<file path="config.mk">
export PLATFORM = sky130hd
export DESIGN_NAME = iter_div_unit
export DESIGN_NICKNAME = d
export VERILOG_FILES = /design/src/rtl/iter_div_unit.sv
export SDC_FILE = /design/constraint.sdc
export NUM_CORES = 1
export LEC_CHECK = 0
export BUFFER_PORTS_ARGS = -buffer_cell sky130_fd_sc_hd__buf_2
export CORE_MARGIN = 3
export CORE_UTILIZATION = 40
export DETAILED_ROUTE_END_ITERATION = 8
export PLACE_DENSITY_LB_ADDON = 0.15
export SLEW_MARGIN = 0
export SYNTH_ARGS = -nofsm -noshare
export SYNTH_HDL_FRONTEND = slang
export SYNTH_SLANG_ARGS = --single-unit
</file>
<file path="constraint.sdc">
create_clock -name clk -period 2.66 [get_ports clk]
set_input_delay 0.133 -clock clk [delete_from_list [all_inputs] [get_ports clk]]
set_output_delay 0.133 -clock clk [all_outputs]
set_load 0.05 [all_outputs]
</file>
<file path="src/rtl/iter_div_unit.sv">
// Multi-cycle unsigned restoring divider: one quotient bit per clock, fixed
// WIDTH-cycle latency, result packed as {remainder, quotient}.
module iter_div_unit #(
  parameter int WIDTH = 32
) (
  input  logic               clk,
  input  logic               resetn,
  input  logic               valid,
  input  logic [WIDTH-1:0]   a,
  input  logic [WIDTH-1:0]   b,
  output logic               done,
  output logic [2*WIDTH-1:0] c
);

  localparam int CW = $clog2(WIDTH);

  localparam logic [1:0] S_IDLE = 2'd0;
  localparam logic [1:0] S_BUSY = 2'd1;
  localparam logic [1:0] S_DONE = 2'd2;

  logic [1:0]       state;
  logic [CW-1:0]    cnt;
  // The partial remainder is always below the divisor (or, for a zero divisor,
  // is just the dividend bits shifted in), so WIDTH bits hold it; only the
  // shifted trial value needs the extra bit.
  logic [WIDTH-1:0] rem;
  logic [WIDTH-1:0] quo;
  logic [WIDTH-1:0] dvs;

  logic [WIDTH:0]   sh;
  logic [WIDTH:0]   diff;
  logic             ge;
  logic [WIDTH-1:0] rem_next;
  logic [WIDTH-1:0] quo_next;

  // NOTE: every signal in this block is assigned on every pass with no
  // conditional paths left open, so no latch can be inferred.
  always_comb begin
    sh       = {rem, quo[WIDTH-1]};
    diff     = sh - {1'b0, dvs};
    ge       = (sh >= {1'b0, dvs});
    rem_next = ge ? diff[WIDTH-1:0] : sh[WIDTH-1:0];
    quo_next = {quo[WIDTH-2:0], ge};
  end

  assign done = (state == S_DONE);

  // NOTE: state registers use non-blocking assignments so every register
  // samples the pre-edge values regardless of statement order.
  always_ff @(posedge clk or negedge resetn) begin
    if (!resetn) begin
      state <= S_IDLE;
      cnt   <= '0;
      rem   <= '0;
      quo   <= '0;
      dvs   <= '0;
      c     <= '0;
    end else begin
      case (state)
        S_IDLE: begin
          if (valid) begin
            rem   <= '0;
            quo   <= a;
            dvs   <= b;
            cnt   <= '0;
            state <= S_BUSY;
          end
        end
        S_BUSY: begin
          // A dropped request means the instruction was killed: abandon it.
          if (!valid) begin
            state <= S_IDLE;
          end else begin
            rem <= rem_next;
            quo <= quo_next;
            cnt <= cnt + CW'(1);
            if (cnt == CW'(WIDTH - 1)) begin
              c     <= {rem_next, quo_next};
              state <= S_DONE;
            end
          end
        end
        S_DONE:  state <= S_IDLE;
        default: state <= S_IDLE;
      endcase
    end
  end

endmodule

</file>
### Word level (Yosys, flattened, before mapping)

Index checks and enable logic that the tools add are counted.

* register bits after elaboration: 167
* input bits: 67
* logic and storage cells: 35

* add/sub/neg operators: 2
* magnitude comparators: 1
* equal/unequal tests: 6
* muxes and demuxes: 14
* reductions and logical operators: 6

Operators by type and width (count)
* 32-bit two-way mux: 5
* 32-bit case mux with 2 select lines: 2
* 33-bit by 32-bit greater-or-equal comparator with 1-bit output: 1
* 32-bit subtractor: 1
* 5-bit two-way mux: 2
* 5-bit case mux with 2 select lines: 1
* 2-bit two-way mux: 3
* 3-bit AND reduction: 2
* 5-bit by 1-bit adder with 5-bit output, second input constant: 1
* 5-bit == test, second input constant: 1
* 2-bit inequality test, second input constant: 2
* 2-bit case mux with 2 select lines: 1
* 2-bit AND reduction: 2
* 3-bit inequality test, second input constant: 1
* 2-bit by 1-bit == test with 1-bit output, second input constant: 1
* 2-bit == test, second input constant: 1
* 2-bit zero test: 1
* 2-bit nonzero test: 1

### Longest topological paths before layout

* depth after elaboration: 4
* gate-level depth with buffers: 13

### Worst setup path after synthesis

No wires, ideal clock.

* path kind: flip-flop to flip-flop
* start point: reg quo[31]
* end point: reg c[56]
* setup time: 136 ps
* data arrival time: 2418 ps
* path slack: 106 ps
* stages on the path, launching flop included: 14
* buffers on the path: 0
* path through: dfrtp_1 inv_1 ha_1 inv_1 fa_1 a21oi_1 o2bb2ai_1 o211ai_1 o21ai_1 a21boi_0 o21ai_0 xor2_1 mux2i_1 o21ai_0

* cells in the longest elaborated chain, start to end: 2
* elaborated cells on any way between the ends: 3

Ends and longest elaborated chain
* from (decl): RTL line 27 `logic [WIDTH-1:0] quo;`
* from (signal assigned): RTL line 75 `quo <= quo_next;`
* 32-bit subtractor or 33-bit by 32-bit greater-or-equal comparator with 1-bit output (tied branches): RTL line 40, 41
* 32-bit two-way mux (*): RTL line 42 `rem_next = ge ? diff[WIDTH-1:0] : sh[WIDTH-1:0];`
* to (signal assigned): RTL line 78 `c <= {rem_next, quo_next};`
* to (decl): RTL line 12 `output logic [2*WIDTH-1:0] c`

Mark *: on every way between the ends. The rest lies on a longest branch, timed or not.
A chain may end at the register's enable or synchronous reset.

### Worst setup path after layout

* start point: reg rem[7]
* end point: reg quo[0]

* cells in the longest elaborated chain, start to end: 3

Ends and longest elaborated chain
* from (decl): RTL line 26 `logic [WIDTH-1:0] rem;`
* from (signal assigned): RTL line 74 `rem <= rem_next;`
* 33-bit by 32-bit greater-or-equal comparator with 1-bit output: RTL line 41 `ge = (sh >= {1'b0, dvs});`
* 32-bit two-way mux: RTL line 71 `if (!valid) begin`
* 32-bit case mux with 2 select lines: RTL line 59 `case (state)`

No other way between the ends. The select of a mux whose other input is x is not followed.

==> summary.txt <==
ROUTING
--------------------------------------------------------------------------------------
Total iterations of the first detailed-routing run                                   5
Met3 wirelength from detailed routing                                          1150 um
Drt wl/cell                                                                    15.9 um
Mean number of vias per cell                                                      5.01
Highest routing layer actually used                                               met4
Total Wirelength                                                              23200 um
Vias post-DR                                                                      7297
Detail Route met2 WL                                                          10700 um
Drt initial violations                                                             353
Post-route DRC                                                                       0
Antenna-violating nets left                                                          0
Metal-1 WL                                                                    11100 um

HOLD PATH
--------------------------------------------------------------------------------------
Worst min-delay path startpoint                                                  a[23]
Number of cells traversed by the worst hold path                                     3
End point of the most critical hold path                                       quo[23]
Class of the tightest hold or removal check                               input port to register

GRT
--------------------------------------------------------------------------------------
Global routing usage summed across all routing layers                            0.199
Maximum number of pins on one net before global-route repair                        65
Number of global-route vias before repair                                         7411
Residual overflow from global routing                                                0
First-pass GRT wire length                                                    38000 um
Initial antenna violation count                                                      0

SYNTHESIS
--------------------------------------------------------------------------------------
Total nets after synthesis                                                         993
Post-synth cell types                                                               62
Netlist area before placement                                                 8660 um2
Sequential element share of the synthesized area                                 0.482
YS warnings                                                                          0
Number of enable flip-flop cells after synthesis                                     0
Number of standard cells after synthesis                                           891
Most common flop cell mapped by yosys                                          dfrtp_1
Yosys top cell area share                                                        0.482
Syn_area_per_cell                                                             9.72 um2
Cell type with the highest aggregate area in the netlist                       dfrtp_1
Flip-flop and latch count after synthesis                                          167
Main area contributors after synthesis                                    dfrtp_1 (48%), mux2i_1 (7.2%), nand2_1 (7.1%), o21ai_0 (7.0%), ha_1 (4.9%)
Post-synthesis async set-or-reset flop share                                      1.00

TIMING
--------------------------------------------------------------------------------------
Min Tclk post-route                                                            2.64 ns
Final clock period utilization by the worst path                                 0.991
Setup Skew                                                                   0.0110 ns
Final setup violation count                                                          0
Count of pins over their slew limit                                                  0
Fmax                                                                           379 MHz
Final Worst Setup Slack                                                      0.0238 ns
Worst-margin pin slew                                                         0.683 ns
Setup repair after global routing missed its margin                                yes
Worst hold slack                                                            0.00761 ns
Setup Total Neg Slack                                                             0 ns
Slew headroom                                                                    0.545
Hold violation count in the final report                                             0

DIE
--------------------------------------------------------------------------------------
Die width                                                                       153 um
Chip height                                                                     153 um
Number of placement rows                                                            53
Starting density of the core                                                     0.410
Die area                                                                     23500 um2
Core region area                                                             21200 um2
IO Count                                                                           132

PLACE
--------------------------------------------------------------------------------------
Post-detailed-placement half-perimeter wirelength                             16200 um
Global placer's final weighted congestion                                        0.874
Worst slack, placed                                                          -0.196 ns
Number of port buffers                                                             131

FINAL LAYOUT
--------------------------------------------------------------------------------------
Final net count                                                                   1270
Most frequent standard cell in the layout excluding fill and tap cells         dfrtp_1
Multi-input gate area                                                         4760 um2
Number of inserted diodes                                                            0
Most frequent cells in the layout                                         dfrtp_1 (166), nand2_1 (162), buf_2 (130)
Area added between synthesis and finish                                          41.2%
Filler cells                                                                      1864
Register Area                                                                 4180 um2
Share of cells above drive strength 1                                            0.345

CRITICAL PATH
--------------------------------------------------------------------------------------
Worst reg-to-reg path cell count                                                    12
Worst Setup Path Type                                                     register to register
Beginning of the worst register-to-register path                                rem[7]
Data arrival, critical path                                                    3.02 ns
End of the worst register-to-register path                                      quo[0]
Slowest cell on the critical path                                                 ha_1
Critical Path Max Stage Delay                                                  0.40 ns
Kind of start point of the critical path                                      register
Data required, critical path                                                   3.04 ns
Maximum fanout count along the critical path                                         7
Kind of cell adding the most delay to the critical path                   buffers and inverters
Buf/Inv on CP                                                                        4
Critical path, cell by cell                                               ha_1, nand4_1, buf_4, nor4_1, a211oi_2, o21ai_2, nor2_8, buf_12, buf_6, buf_4, a211oi_2, a21o_1
Endpoint type of the worst setup path                                         register
FF-to-FF setup slack                                                           0.02 ns
Critical path launch point                                                      rem[7]

POWER AND IR DROP
--------------------------------------------------------------------------------------
Cell area power density                                                     890 nW/um2
LEAKAGE                                                                     0.00591 uW
Peak supply drop                                                                456 uV

RUN STATUS
--------------------------------------------------------------------------------------
Result of the run                                                         finished, final reports clean

CLOCK NETWORK
--------------------------------------------------------------------------------------
Root cell of the clock tree                                                  clkbuf_16
Clock buffer count from CTS                                                         17
Clock slew at the register clock pins of the worst setup and hold paths        0.07 ns
Clock Tree Buf Depth                                                                 2
Insertion delay to the later sink of the worst-skew pair                       0.44 ns
Number of H-tree levels                                                              4
TritonCTS clock tree                                                             built
Sink count of the clock tree                                                       167

FLOW RUN
--------------------------------------------------------------------------------------
Max-cap check violation count                                                        0

==> worst max path at each step <==
stage / endpoint / slack [ns] / cells past startpoint
2_1_floorplan: c[56] / 0.11 / 13
3_3_place_gp: rem[26] / -0.19 / 15
3_5_place_dp: rem[26] / -0.20 / 15
4_1_cts: c[62] / -0.02 / 15
5_1_grt: c[41] / -0.10 / 12
6_report: quo[0] / 0.02 / 12
==> through the flow <==
stage	cells	utilization	total power (uW)	cell area [um2]
CTS	1451	0.559	10100	11800
finish	1456	0.578	10900	12200
global placement	1347	0.486	7060	10300
global route	1456	0.578	11500	12200
floorplan	891	-	5600	8660
detailed placement	1347	0.486	7080	10300
==> where the power goes <==
part / leakage (uW) / internal, uW / switching [uW]
logic: 0.00342 / 2760 / 2650
clock network: 0.000275 / 1240 / 1160
registers: 0.00221 / 2820 / 254
total: 0.00591 / 6820 / 4060
==> timing repair <==
action                     in CTS  in global routing
hold buffers                   60                  0
hold endpoints to repair      108                  0
gates resized for setup        48                 74
gates cloned                    1                  0
setup endpoints to repair      58                 65
buffers inserted               11                  7
pin swaps                      22                 19
==> area by class of cell <==
class	count	share of cell area
Timing Repair Buffer	304	0.182
Clock inverter	15	0.0110
Clock buffer	17	0.0348
Sequential cell	167	0.342
Tap cell	275	0.0281
Multi-Input combinational cell	634	0.389
Inverter	44	0.0135
==> cell usage after synthesis (11+ instances only) <==
cell / n
clkbuf_1: 35
dfrtp_1: 167
mux2i_1: 62
mux2_2: 33
xor2_1: 11
nand3_1: 13
nand2_1: 163
nor2_1: 27
xnor2_1: 16
inv_1: 44
o21ai_0: 121
o21ai_1: 21
ha_1: 34
a21oi_1: 35
==> cell families after synthesis <==
| logic type | share of synthesized area |
|---|---|
| AND/OR/NAND/NOR | 0.121 |
| multiplexers | 0.116 |
| flip-flops | 0.482 |
| AO/OA/AOI/OAI | 0.159 |
| buffers and inverters | 0.0429 |
| adder cells (fa/ha/maj) | 0.0514 |
| XOR/XNOR | 0.0273 |
==> state kept, by name (all words and copies together), names as in the netlist <==
register,count
rem,32
dvs,32
state,2
cnt,5
quo,32
c,64
==> worst register-to-register path: stages, from the launching register on <==
cell and delay, ns:
dfrtp_1 0.39, ha_1 0.40, nand4_1 0.19, buf_4 0.18, nor4_1 0.33, a211oi_2 0.12, o21ai_2 0.14, nor2_8 0.08
buf_12 0.14, buf_6 0.15, buf_4 0.15, a211oi_2 0.20, a21o_1 0.10
==> per-layer routing <==
layer,vias to the layer above,global-route usage
li1,3654,-
met1,3485,0.278
met2,143,0.314
met3,15,0.0495
met4,0,0.0492
met5,-,0
(Power assumes the default switching activity.)
